## src/rtl/mac_pkg.sv

```systemverilog
// Shared arithmetic helpers for the vector MAC: default widths and a
// width-generic saturating adder evaluated on sign-extended 64-bit operands.
package mac_pkg;

  localparam int W_IN_DEF  = 14;
  localparam int W_OUT_DEF = 28;
  localparam int SAT_W     = 64;

  typedef logic signed [SAT_W-1:0] wide_t;

  function automatic wide_t sat_max(input int w);
    return (wide_t'(1) <<< (w - 1)) - wide_t'(1);
  endfunction

  function automatic wide_t sat_min(input int w);
    return -(wide_t'(1) <<< (w - 1));
  endfunction

  // Operands must already lie within the signed range of w bits, so the exact
  // 64-bit sum leaving that range is the same as the same-sign/different-sign rule.
  function automatic logic sat_ovf(input wide_t x, input wide_t y, input int w);
    wide_t s;
    s = x + y;
    return (s > sat_max(w)) || (s < sat_min(w));
  endfunction

  function automatic wide_t sat_add(input wide_t x, input wide_t y, input int w);
    wide_t s;
    wide_t r;
    s = x + y;
    r = s;
    if (s > sat_max(w)) begin
      r = sat_max(w);
    end else if (s < sat_min(w)) begin
      r = sat_min(w);
    end
    return r;
  endfunction

endpackage

```

## src/rtl/mac_sat_acc.sv

```systemverilog
// Accumulate stage of the vector MAC: saturating accumulator, sticky overflow
// and term counter that flags the last term of each vector.
module mac_sat_acc
  import mac_pkg::*;
#(
  parameter int W_IN    = W_IN_DEF,
  parameter int W_OUT   = W_OUT_DEF,
  parameter int VEC_LEN = 8
) (
  input  logic                       clk,
  input  logic                       reset,
  input  logic                       clear,
  input  logic                       prod_vld,
  input  logic signed [2*W_IN-1:0]   prod,
  output logic signed [W_OUT-1:0]    acc,
  output logic                       ovf,
  output logic                       done
);

  localparam int CNT_W = (VEC_LEN > 1) ? $clog2(VEC_LEN) : 1;
  localparam logic [CNT_W-1:0] LAST = CNT_W'(VEC_LEN - 1);

  logic signed [W_OUT-1:0] acc_q, acc_d;
  logic signed [W_OUT-1:0] prod_ext;
  logic                    ovf_q, ovf_d;
  logic                    done_q, done_d;
  logic [CNT_W-1:0]        cnt_q, cnt_d;

  function automatic logic signed [W_OUT-1:0] acc_sat(
    input logic signed [W_OUT-1:0] x,
    input logic signed [W_OUT-1:0] y
  );
    return W_OUT'(sat_add(wide_t'(x), wide_t'(y), W_OUT));
  endfunction

  function automatic logic acc_clamped(
    input logic signed [W_OUT-1:0] x,
    input logic signed [W_OUT-1:0] y
  );
    return sat_ovf(wide_t'(x), wide_t'(y), W_OUT);
  endfunction

  // accumulate stage: first term loads, later terms add with saturation
  always_comb begin
    prod_ext = W_OUT'(prod);
    acc_d    = acc_q;
    ovf_d    = ovf_q;
    cnt_d    = cnt_q;
    done_d   = 1'b0;
    if (clear) begin
      acc_d = '0;
      ovf_d = 1'b0;
      cnt_d = '0;
    end else if (prod_vld) begin
      if (cnt_q == '0) begin
        acc_d = prod_ext;
        ovf_d = 1'b0;
      end else begin
        acc_d = acc_sat(acc_q, prod_ext);
        ovf_d = ovf_q | acc_clamped(acc_q, prod_ext);
      end
      if (cnt_q == LAST) begin
        cnt_d  = '0;
        done_d = 1'b1;
      end else begin
        cnt_d = cnt_q + CNT_W'(1);
      end
    end
  end

  always_ff @(posedge clk) begin
    if (reset) begin
      acc_q  <= '0;
      ovf_q  <= 1'b0;
      cnt_q  <= '0;
      done_q <= 1'b0;
    end else begin
      acc_q  <= acc_d;
      ovf_q  <= ovf_d;
      cnt_q  <= cnt_d;
      done_q <= done_d;
    end
  end

  assign acc  = acc_q;
  assign ovf  = ovf_q;
  assign done = done_q;

endmodule

```

## src/rtl/mac_vec_sat.sv

```systemverilog
// Pipelined saturating dot-product MAC over VEC_LEN signed operand pairs.
// Define PIPELINE_MULT_EN to register the multiplier output (latency 3 instead of 2).
module mac_vec_sat
  import mac_pkg::*;
#(
  parameter int W_IN    = W_IN_DEF,
  parameter int W_OUT   = W_OUT_DEF,
  parameter int VEC_LEN = 8
) (
  input  logic                     clk,
  input  logic                     reset,
  input  logic                     clear,
  input  logic                     valid_in,
  input  logic signed [W_IN-1:0]   a,
  input  logic signed [W_IN-1:0]   b,
  output logic signed [W_OUT-1:0]  f,
  output logic                     valid_out,
  output logic                     overflow
);

  localparam int PW = 2 * W_IN;

  if (W_OUT < 2 * W_IN) begin : g_bad_w_out
    $error("mac_vec_sat: W_OUT must be at least 2*W_IN");
  end
  if (W_OUT >= SAT_W) begin : g_bad_w_max
    $error("mac_vec_sat: W_OUT must be below the 64-bit helper width");
  end
  if (VEC_LEN < 1) begin : g_bad_len
    $error("mac_vec_sat: VEC_LEN must be at least 1");
  end

  logic signed [W_IN-1:0]  a_p1_q, a_p1_d;
  logic signed [W_IN-1:0]  b_p1_q, b_p1_d;
  logic                    vld_p1_q, vld_p1_d;
  logic signed [PW-1:0]    prod_p1;
  logic signed [PW-1:0]    prod_acc;
  logic                    vld_acc;
  logic signed [W_OUT-1:0] acc;
  logic                    acc_ovf;
  logic                    acc_done;
  logic signed [W_OUT-1:0] f_q, f_d;
  logic                    overflow_q, overflow_d;
  logic                    valid_out_q, valid_out_d;

  // stage 1: operand capture; a same-cycle valid_in survives clear
  always_comb begin
    a_p1_d   = a_p1_q;
    b_p1_d   = b_p1_q;
    vld_p1_d = valid_in;
    if (valid_in) begin
      a_p1_d = a;
      b_p1_d = b;
    end
    prod_p1 = PW'(a_p1_q) * PW'(b_p1_q);
  end

  always_ff @(posedge clk) begin
    if (reset) begin
      a_p1_q   <= '0;
      b_p1_q   <= '0;
      vld_p1_q <= 1'b0;
    end else begin
      a_p1_q   <= a_p1_d;
      b_p1_q   <= b_p1_d;
      vld_p1_q <= vld_p1_d;
    end
  end

`ifdef PIPELINE_MULT_EN
  logic signed [PW-1:0] prod_p2_q, prod_p2_d;
  logic                 vld_p2_q, vld_p2_d;

  // stage P: registered product; clear kills the term moving out of stage 1
  always_comb begin
    prod_p2_d = prod_p2_q;
    vld_p2_d  = vld_p1_q & ~clear;
    if (vld_p1_q) begin
      prod_p2_d = prod_p1;
    end
  end

  always_ff @(posedge clk) begin
    if (reset) begin
      prod_p2_q <= '0;
      vld_p2_q  <= 1'b0;
    end else begin
      prod_p2_q <= prod_p2_d;
      vld_p2_q  <= vld_p2_d;
    end
  end

  assign prod_acc = prod_p2_q;
  assign vld_acc  = vld_p2_q;
`else
  assign prod_acc = prod_p1;
  assign vld_acc  = vld_p1_q;
`endif

  mac_sat_acc #(
    .W_IN    (W_IN),
    .W_OUT   (W_OUT),
    .VEC_LEN (VEC_LEN)
  ) u_acc (
    .clk      (clk),
    .reset    (reset),
    .clear    (clear),
    .prod_vld (vld_acc),
    .prod     (prod_acc),
    .acc      (acc),
    .ovf      (acc_ovf),
    .done     (acc_done)
  );

  // output stage: result and sticky flag move together on done
  always_comb begin
    f_d         = f_q;
    overflow_d  = overflow_q;
    valid_out_d = acc_done;
    if (acc_done) begin
      f_d        = acc;
      overflow_d = acc_ovf;
    end
  end

  always_ff @(posedge clk) begin
    if (reset) begin
      f_q         <= '0;
      overflow_q  <= 1'b0;
      valid_out_q <= 1'b0;
    end else begin
      f_q         <= f_d;
      overflow_q  <= overflow_d;
      valid_out_q <= valid_out_d;
    end
  end

  assign f         = f_q;
  assign overflow  = overflow_q;
  assign valid_out = valid_out_q;

endmodule

```

## config.mk

```make
export PLATFORM = sky130hd
export DESIGN_NAME = mac_vec_sat
export DESIGN_NICKNAME = d
export VERILOG_FILES = /design/src/rtl/mac_pkg.sv /design/src/rtl/mac_sat_acc.sv /design/src/rtl/mac_vec_sat.sv
export SDC_FILE = /design/constraint.sdc
export NUM_CORES = 1
export LEC_CHECK = 0
export ABC_AREA = 1
export BUFFER_PORTS_ARGS = -buffer_cell sky130_fd_sc_hd__buf_2
export CAP_MARGIN = 10
export CORE_ASPECT_RATIO = 2
export CORE_UTILIZATION = 31
export CTS_CLUSTER_DIAMETER = 150
export DETAILED_ROUTE_END_ITERATION = 6
export GPL_TIMING_DRIVEN = 1
export PLACE_DENSITY = 0.58
export SYNTH_ARGS = -nofsm -noshare
export SYNTH_HDL_FRONTEND = slang
export SYNTH_SLANG_ARGS = --single-unit
```

## constraint.sdc

```tcl
create_clock -name clk -period 6.6 [get_ports clk]
set_input_delay 0.33 -clock clk [delete_from_list [all_inputs] [get_ports clk]]
set_output_delay 0.33 -clock clk [all_outputs]
set_load 0.005 [all_outputs]
```

==> results.json, run 1 <==
{
  "required_ns": 6.84,
  "ys_async_sr_fraction": 0,
  "synth_top_area_share": 0.2850,
  "clockBufferDepth": 2,
  "antenna_found_initial": 0,
  "layout_common_cells": "inv_1, nand2_1, buf_4",
  "fin_crit_sh": 1.096,
  "reg2reg_slack_ns": -0.63,
  "maxSlewHeadroom": 0.5663,
  "start_util": 0.3154,
  "ys.flop_type": "dfxtp_1",
  "dieHeight_um": 300.0,
  "grt_pass1_wl_mm": 72.33,
  "max_stage_delay_ns": 0.61,
  "yosys_warnings": 0,
  "ff2ff_path_depth": 34,
  "hold_viol": 0,
  "p_comb_frac": 0.815,
  "p_sw_frac": 0.4850,
  "hpwl_mm": 37.53,
  "p_sw_mw": 3.117,
  "routed_wirelength_mm": 46.29,
  "die_w_um": 151.0,
  "synth.avg_cell_area_um2": 7.060,
  "finalNonFillerCells": 2815,
  "nFillCells": 4469,
  "worstMarginPinSlew_ns": 0.6498,
  "ff_latch_area_um2": 1906,
  "wl_met1_mm": 14.85,
  "nets": 2587,
  "ant_nets": 0,
  "violations": "negative setup slack",
  "overflow": 0,
  "worst_path_max_delay_cell": "fa_2",
  "coreArea_um2": 43650,
  "crit_path_end_kind": "flip-flop",
  "wl_per_cell_um": 16.45,
  "syn_nets": 2277,
  "min_delay_worst_endpoint": "b_p1_q[1]$_SDFFE_PP0P_",
  "yosysUniqueCellTypes": 42,
  "path_common_cell": "nand2_4",
  "multi_input_area_um2": 10940,
  "wl_met2_mm": 26.70,
  "drtPass1Iterations": 5,
  "diodes": 0,
  "pre_cts_slack_ns": -1.352,
  "min_path_cells": 3,
  "hp-class": "input port to flip-flop",
  "synth_area_leaders": "fa_1, dfxtp_1, nand2_1",
  "clkPwrFrac": 0.087,
  "drt_iter0_markers": 560,
  "synth_cells": 1950,
  "yosysTopAreaCell": "fa_1",
  "syn_to_final_growth_pct": 33.85,
  "finalClockSkew_ns": 0.01606,
  "maxCapViolCount": 0,
  "io_pins": 62,
  "cp_max_fo": 8,
  "clk_latency_ns": 0.38,
  "synth_area_um2": 13770,
  "r2r-start": "a_p1_q[13]$_SDFFE_PP0P_",
  "power.leakage_nw": 10.22,
  "p_int_mw": 3.310,
  "period_needed_ns": 7.232,
  "path_class": "flip-flop to flip-flop",
  "cts_buffers": 9,
  "grt_pass1_vias": 14090,
  "status": "finished, violations left",
  "dpl.cell_count": 2755,
  "min_from": "b[1]",
  "mostFrequentLayoutCell": "inv_1",
  "via_count": 13140,
  "grt_start_max_net_pins": 50,
  "seq_area_frac_synth": 0.1338,
  "gp_congestion": 0.9833,
  "p_per_area_nw_per_um2": 348.7,
  "drive_above_1_share": 0.2821,
  "row_count": 108,
  "ys_ff_latch": 92,
  "clk_pin_slew_ns": 0.09,
  "cp.arrival_ns": 7.47,
  "ir_drop_v": 0.0002461,
  "port_buffers": 61,
  "via_per_inst": 4.669,
  "post-route-drc-count": 0,
  "maxSlewViolCount": 0,
  "dr.max_layer_used": "met4",
  "setup_viol": 29,
  "tns_ns": -16.10,
  "die-area_um2": 45310,
  "max_freq_ghz": 0.1383,
  "root_buffer": "clkbuf_16",
  "tritoncts": "built",
  "met3WireLength_mm": 1.061,
  "r2r-end": "u_acc.acc[24]$_SDFFE_PP0P_",
  "cp-start-kind": "flip-flop",
  "htree_num_levels": 3,
  "rsz0062_at_grt": "yes",
  "holdWs_ns": 0.1593,
  "cts.sinks": 92,
  "fin_ws_ns": -0.6320,
  "synth_edf_count": 0,
  "p_seq_frac": 0.098,
  "track_usage": 0.2115
}
==> how the worst max path moves through the flow <==
stage	cells past startpoint	end	slack (ns)	from
2_1_floorplan	36	u_acc.acc[19]$_SDFFE_PP0P_	-0.02	a_p1_q[13]$_SDFFE_PP0P_
3_3_place_gp	33	u_acc.acc[1]$_SDFFE_PP0P_	-1.26	b_p1_q[3]$_SDFFE_PP0P_
3_5_place_dp	36	u_acc.acc[25]$_SDFFE_PP0P_	-1.35	b_p1_q[3]$_SDFFE_PP0P_
4_1_cts	38	u_acc.acc[5]$_SDFFE_PP0P_	-0.58	a_p1_q[13]$_SDFFE_PP0P_
5_1_grt	37	u_acc.acc[26]$_SDFFE_PP0P_	-0.96	a_p1_q[13]$_SDFFE_PP0P_
6_report	34	u_acc.acc[24]$_SDFFE_PP0P_	-0.63	a_p1_q[13]$_SDFFE_PP0P_
==> synth_stat cells (all sizes together), types with 10 or more instances <==
cell type and count:
a21oi 83, clkbuf 53, dfxtp 92, fa 196
ha 99, inv 456, nand2 499, nand3 76
nand4 12, nor2 203, nor3 11, o21ai 80
o21bai 10, or2 13, xnor2 20, xor2 19
==> metrics by stage <==
| step | power (mW) | cell area, um^2 | util |
|---|---|---|---|
| after global placement | 4.688 | 16710 | 0.3829 |
| final | 6.427 | 18430 | 0.4222 |
| after detailed placement | 4.699 | 16740 | 0.3835 |
| after global routing | 6.937 | 18430 | 0.4222 |
| after floorplan | 3.041 | 14050 | - |
| after CTS | 6.074 | 17830 | 0.4085 |
==> worst max-delay path, delay by kind of cell (launching register included) <==
family,cells,cell delay [ns]
adders and majority gates,8,3.71
AOI/OAI and AO/OA,2,0.25
DFF,1,0.46
and+or+nand+nor,16,1.85
buffers and inverters,8,0.81
==> timing repair <==
item,in CTS,in global routing
gates cloned,3,2
hold buffers,0,0
endpoints found under the setup margin,29,29
setup buffers,23,19
gates resized for setup,151,123
pin swaps,15,46
==> registers in the layout (all words and copies together), names as in the netlist <==
name / count
u_acc.cnt_q: 3
u_acc.ovf: 1
overflow: 1
vld_acc: 1
b_p1_q: 14
u_acc.done: 1
u_acc.acc: 28
a_p1_q: 14
f: 28
valid_out: 1
==> cell families (layout without fill, tap and decap cells) <==
logic type	after synthesis	count (layout)	share of synthesized area
flip-flops	92	92	0.1338
AND/OR/NAND/NOR	822	822	0.2440
buffers and inverters	518	833	0.1488
AO/OA/AOI/OAI	184	184	0.07362
XOR/XNOR	39	39	0.02481
adder cells (fa/ha/maj)	295	295	0.3750
==> final cells by class <==
| type | instances | share of cell area |
|---|---|---|
| clock buffers | 9 | 0.01222 |
| inverters | 456 | 0.09329 |
| repair buffers | 361 | 0.1562 |
| multi-input cells | 1340 | 0.5934 |
| well taps | 550 | 0.03734 |
| clock inverters | 7 | 0.004074 |
| flip-flops and latches | 92 | 0.1034 |
==> layer usage <==
| metal | track usage | vias to the layer above |
|---|---|---|
| li1 | - | 6409 |
| met1 | 0.1953 | 6318 |
| met2 | 0.4297 | 278 |
| met3 | 0.01366 | 137 |
| met4 | 0.1321 | 0 |
| met5 | 0 | - |
==> power groups by stage <==
| stage | Sequential (mW) | Clock, mW | Combinational (mW) |
|---|---|---|---|
| after floorplan | 0.618 | 0 | 2.42 |
| after global placement | 0.639 | 0 | 4.05 |
| after detailed placement | 0.640 | 0 | 4.06 |
| after CTS | 0.631 | 0.579 | 4.86 |
| after global routing | 0.635 | 0.591 | 5.71 |
| final | 0.631 | 0.561 | 5.23 |
Note: power is estimated with default switching activity, not from simulation.
==> run 2, diff against run 1 <==
--- a/config.mk
+++ b/config.mk
@@ -14,6 +14,7 @@
 export DETAILED_ROUTE_END_ITERATION = 6
 export GPL_TIMING_DRIVEN = 1
 export PLACE_DENSITY = 0.58
+export REMOVE_ABC_BUFFERS = 1
 export SYNTH_ARGS = -nofsm -noshare
 export SYNTH_HDL_FRONTEND = slang
 export SYNTH_SLANG_ARGS = --single-unit
==> run 2 against run 1 <==
The run still ends with negative setup slack left. Die area unchanged. Flip-flop and latch count unchanged. Critical path depth unchanged. Utilization up 0.098 points. Wire length down 1.9%. First-iteration DRC count down 1.8%. Critical endpoint is now u_acc.acc[22]$_SDFFE_PP0P_.
==> results.json, run 2 (synthesis results as in run 1) <==
{
  "nFillCells": 4427,
  "max_freq_ghz": 0.1396,
  "diodes": 0,
  "wl_per_cell_um": 16.10,
  "die-area_um2": 45310,
  "violations": "negative setup slack",
  "overflow": 0,
  "die_w_um": 151.0,
  "routed_wirelength_mm": 45.42,
  "cp-start-kind": "flip-flop",
  "cp.arrival_ns": 7.37,
  "rsz0062_at_grt": "yes",
  "path_class": "flip-flop to flip-flop",
  "holdWs_ns": 0.1430,
  "reg2reg_slack_ns": -0.56,
  "hold_viol": 0,
  "tns_ns": -14.28,
  "htree_num_levels": 3,
  "via_per_inst": 4.703,
  "ctsHoldBuffers": 0,
  "final_area_um2": 18470,
  "cts.sinks": 92,
  "status": "finished, violations left",
  "worst_path_max_delay_cell": "fa_1",
  "ir_drop_v": 0.0002223,
  "antenna_found_initial": 0,
  "dieHeight_um": 300.0,
  "p_per_area_nw_per_um2": 361.5,
  "drtPass1Iterations": 7,
  "hpwl_mm": 37.13,
  "grt_start_max_net_pins": 35,
  "maxSlewHeadroom": 0.1695,
  "ant_nets": 0,
  "drt_iter0_markers": 550,
  "mostFrequentLayoutCell": "inv_1",
  "gp_congestion": 0.9296,
  "tritoncts": "built",
  "io_pins": 62,
  "post-route-drc-count": 0,
  "grt_pass1_vias": 14470,
  "maxSlewViolCount": 0,
  "crit_path_end_kind": "flip-flop",
  "root_buffer": "clkbuf_16",
  "row_count": 108,
  "maxCapViolCount": 0,
  "clk_pin_slew_ns": 0.08,
  "cts_buffers": 9,
  "period_needed_ns": 7.165,
  "finalClockSkew_ns": 0.01396,
  "path_common_cell": "fa_1",
  "r2r-end": "u_acc.acc[22]$_SDFFE_PP0P_",
  "placed_area_um2": 16470,
  "power.leakage_nw": 10.23,
  "track_usage": 0.2102,
  "start_util": 0.3154,
  "fin_crit_sh": 1.086,
  "fin_ws_ns": -0.5649,
  "cp_max_fo": 8,
  "layout_common_cells": "inv_1, nand2_1, buf_4",
  "clk_latency_ns": 0.39,
  "grt_pass1_wl_mm": 72.10,
  "syn_to_final_growth_pct": 34.16,
  "nets": 2593,
  "coreArea_um2": 43650,
  "ff2ff_path_depth": 34,
  "r2r-start": "a_p1_q[7]$_SDFFE_PP0P_",
  "min_path_cells": 2,
  "setup_viol": 29,
  "hp-class": "input port to flip-flop",
  "min_delay_worst_endpoint": "vld_acc$_SDFF_PP0_",
  "required_ns": 6.81,
  "min_from": "reset",
  "max_stage_delay_ns": 0.57,
  "finalPower_mw": 6.677,
  "worstMarginPinSlew_ns": 1.244,
  "port_buffers": 61,
  "drive_above_1_share": 0.2836,
  "via_count": 13270,
  "clockBufferDepth": 2
}
## run 2: through the flow
step | std cells | setup WS [ns] | utilization
CTS | 2811 | -0.4822 | 0.4146
floorplan | 1888 | -0.4658 | -
global route | 2821 | -0.9602 | 0.4232
detailed placement | 2749 | -1.318 | 0.3773
finish | 2821 | -0.5649 | 0.4232
global placement | 2749 | -1.294 | 0.3773
## run 2: per-layer routing
layer  global-route usage  wire [um]
met5                    0          0
met4               0.1643       3819
met3              0.02049       1051
met2               0.4232      26010
met1               0.1796      14550
## run 2: worst max path at each step
stage | start | endpoint | slack [ns]
4_1_cts | b_p1_q[2]$_SDFFE_PP0P_ | u_acc.acc[14]$_SDFFE_PP0P_ | -0.48
3_5_place_dp | b_p1_q[2]$_SDFFE_PP0P_ | u_acc.acc[24]$_SDFFE_PP0P_ | -1.32
6_report | a_p1_q[7]$_SDFFE_PP0P_ | u_acc.acc[22]$_SDFFE_PP0P_ | -0.56
2_1_floorplan | b_p1_q[2]$_SDFFE_PP0P_ | u_acc.acc[11]$_SDFFE_PP0P_ | -0.47
5_1_grt | a_p1_q[13]$_SDFFE_PP0P_ | u_acc.acc[24]$_SDFFE_PP0P_ | -0.96
3_3_place_gp | b_p1_q[2]$_SDFFE_PP0P_ | u_acc.acc[26]$_SDFFE_PP0P_ | -1.29
## run 2: repair_timing
item                       in CTS  in global routing
setup endpoints to repair      29                 29
setup buffers                  46                 10
pin swaps                      86                 48
resized for setup             233                 71
cloned                          2                  2
## run 2: area by class of cell
| cell class | count | area (um^2) | area share |
|---|---|---|---|
| Clock buffer | 10 | 229.0 | 0.01240 |
| Clock inverter | 6 | 105.1 | 0.005690 |
| Inverter | 456 | 1717 | 0.09294 |
| Multi-Input combinational cell | 1340 | 10920 | 0.5915 |
| Sequential cell | 92 | 1904 | 0.1031 |
| Tap cell | 550 | 688.2 | 0.03726 |
| Timing Repair Buffer | 367 | 2903 | 0.1572 |
## run 2: critical path: cells and delay by family, from the launching register on
kind / cells / cell delay, ns
buf+inv: 8 / 0.83
simple gates: 13 / 1.34
flops: 1 / 0.38
compound gates: 5 / 0.94
fa+ha+maj: 8 / 3.49
## run 2: power breakdown
group / internal (mW) / switching (mW) / leakage (nW) / total (mW)
sequential: 0.582 / 0.0516 / 0.761 / 0.634
combinational: 2.60 / 2.82 / 9.31 / 5.42
clock: 0.342 / 0.285 / 0.162 / 0.627
==> run 3, diff against run 2 <==
--- a/config.mk
+++ b/config.mk
@@ -9,11 +9,11 @@
 export BUFFER_PORTS_ARGS = -buffer_cell sky130_fd_sc_hd__buf_2
 export CAP_MARGIN = 10
 export CORE_ASPECT_RATIO = 2
-export CORE_UTILIZATION = 31
+export CORE_UTILIZATION = 30
 export CTS_CLUSTER_DIAMETER = 150
 export DETAILED_ROUTE_END_ITERATION = 6
 export GPL_TIMING_DRIVEN = 1
-export PLACE_DENSITY = 0.58
+export PLACE_DENSITY = 0.57
 export REMOVE_ABC_BUFFERS = 1
 export SYNTH_ARGS = -nofsm -noshare
 export SYNTH_HDL_FRONTEND = slang
==> run 3 against run 2 <==
The flow still finishes with violations (negative setup slack). Flip-flop and latch count is the same. Utilization shrank 0.40 points. Via count hardly changed.
==> results.json, run 3 (synthesis results as in run 1) <==
{
  "status": "finished, violations left",
  "hp-class": "input port to flip-flop",
  "ir_drop_v": 0.0002182,
  "grt_pass1_vias": 14440,
  "max_freq_ghz": 0.1388,
  "cp_max_fo": 6,
  "syn_to_final_growth_pct": 37.43,
  "io_pins": 62,
  "fin_crit_sh": 1.091,
  "drive_above_1_share": 0.3151,
  "maxCapViolCount": 0,
  "pre_cts_slack_ns": -1.326,
  "post-route-drc-count": 0,
  "htree_num_levels": 3,
  "violations": "negative setup slack",
  "layout_common_cells": "inv_1, nand2_1, buf_4",
  "cts.sinks": 92,
  "overflow": 0,
  "mostFrequentLayoutCell": "inv_1",
  "maxSlewHeadroom": 0.2673,
  "clk_latency_ns": 0.39,
  "start_util": 0.3050,
  "holdWs_ns": 0.1627,
  "wl_per_cell_um": 16.48,
  "routed_wirelength_mm": 46.88,
  "via_count": 13280,
  "finalClockSkew_ns": 0.008060,
  "ctsHoldBuffers": 0,
  "p_per_area_nw_per_um2": 364.1,
  "tritoncts": "built",
  "maxSlewViolCount": 0,
  "die-area_um2": 46800,
  "root_buffer": "clkbuf_16",
  "nets": 2607,
  "rsz0062_at_grt": "yes",
  "diodes": 0,
  "drtPass1Iterations": 5,
  "grt_pass1_wl_mm": 73.73,
  "coreArea_um2": 45140,
  "via_per_inst": 4.668,
  "grt_start_max_net_pins": 41,
  "clk_pin_slew_ns": 0.09,
  "track_usage": 0.2065,
  "hpwl_mm": 36.78,
  "path_common_cell": "nand2_2",
  "worstMarginPinSlew_ns": 1.098,
  "path_class": "flip-flop to flip-flop",
  "cp.arrival_ns": 7.47,
  "fin_ws_ns": -0.6028,
  "required_ns": 6.87,
  "period_needed_ns": 7.203,
  "clockBufferDepth": 2,
  "dieHeight_um": 305.0,
  "row_count": 110,
  "fin_util": 0.4191,
  "power.leakage_nw": 10.34,
  "ant_nets": 0,
  "hold_viol": 0,
  "port_buffers": 61,
  "max_stage_delay_ns": 0.56,
  "cts_buffers": 9,
  "worst_path_max_delay_cell": "fa_1",
  "cp-start-kind": "flip-flop",
  "setup_viol": 29,
  "crit_path_end_kind": "flip-flop",
  "gp_congestion": 0.9508,
  "drt_iter0_markers": 431,
  "die_w_um": 153.5,
  "antenna_found_initial": 0
}
[run 3: changes by cell type in the layout (fill, tap and decap cells not counted), moves of 5 or more]
cell | before | now
nor2_2 | 18 | 8
inv_2 | 25 | 31
nand2_4 | 10 | 22
inv_1 | 429 | 423
fa_1 | 192 | 183
nand2_1 | 414 | 389
buf_4 | 269 | 278
fa_2 | 4 | 13
nand2_2 | 73 | 87
nor2_1 | 181 | 176
nor2_4 | 4 | 19
[run 3: path summary, 6_finish.rpt]
check                                          startpoint                          to  slack, ns  cells past startpoint
worst min-delay path                                 a[4]      a_p1_q[4]$_SDFFE_PP0P_       0.16                      3
worst min register to register  u_acc.acc[2]$_SDFFE_PP0P_   u_acc.acc[2]$_SDFFE_PP0P_       0.49                      2
worst max register to register     a_p1_q[5]$_SDFFE_PP0P_  u_acc.acc[22]$_SDFFE_PP0P_      -0.60                     40
worst max-delay path               a_p1_q[5]$_SDFFE_PP0P_  u_acc.acc[22]$_SDFFE_PP0P_      -0.60                     40
[run 3: final cells by class]
type                       instances  area, um^2
clock inverter                     7       80.08
tap                              560       700.7
timing repair buffer             378        2983
multi-input combinational       1343       11300
fill                            4509       26220
clock buffer                       9       225.2
sequential                        92        1906
inverter                         456        1727
[run 3: worst max-delay path: cells and delay by family (launching register included)]
kind	cells	cell delay (ns)
adders and majority gates	8	3.56
and+or+nand+nor	16	1.33
DFF	1	0.37
AOI/OAI and AO/OA	4	0.67
buffers and inverters	12	1.12
[run 3: routing by layer]
metal | track usage | part of all wire | vias up
li1 | - | - | 6449
met1 | 0.1770 | 0.33 | 6362
met2 | 0.4226 | 0.57 | 298
met3 | 0.02062 | 0.024 | 172
met4 | 0.1586 | 0.081 | 0
met5 | 0 | 0 | -
[run 3: power breakdown]
group | switching (mW) | leakage [nW] | internal (mW)
clock network | 0.306 | 0.146 | 0.270
logic | 3.07 | 9.43 | 2.61
registers | 0.0525 | 0.761 | 0.582
[run 3: metrics by stage]
step / TNS (ns) / cell area [um^2] / power, mW / std cells
final: -15.93 / 18920 / 6.889 / 2845
after global routing: -24.89 / 18920 / 7.396 / 2845
after CTS: -13.16 / 18340 / 6.346 / 2829
after floorplan: -12.78 / 13430 / 2.814 / 1888
after detailed placement: -36.69 / 16500 / 4.541 / 2768
after global placement: -36.78 / 16500 / 4.507 / 2768
[run 3: repair_timing]
action,4_1_cts,5_1_grt
cloned,6,0
setup buffers,42,17
pin swaps,112,74
setup endpoints to repair,29,29
gates resized for setup,288,116
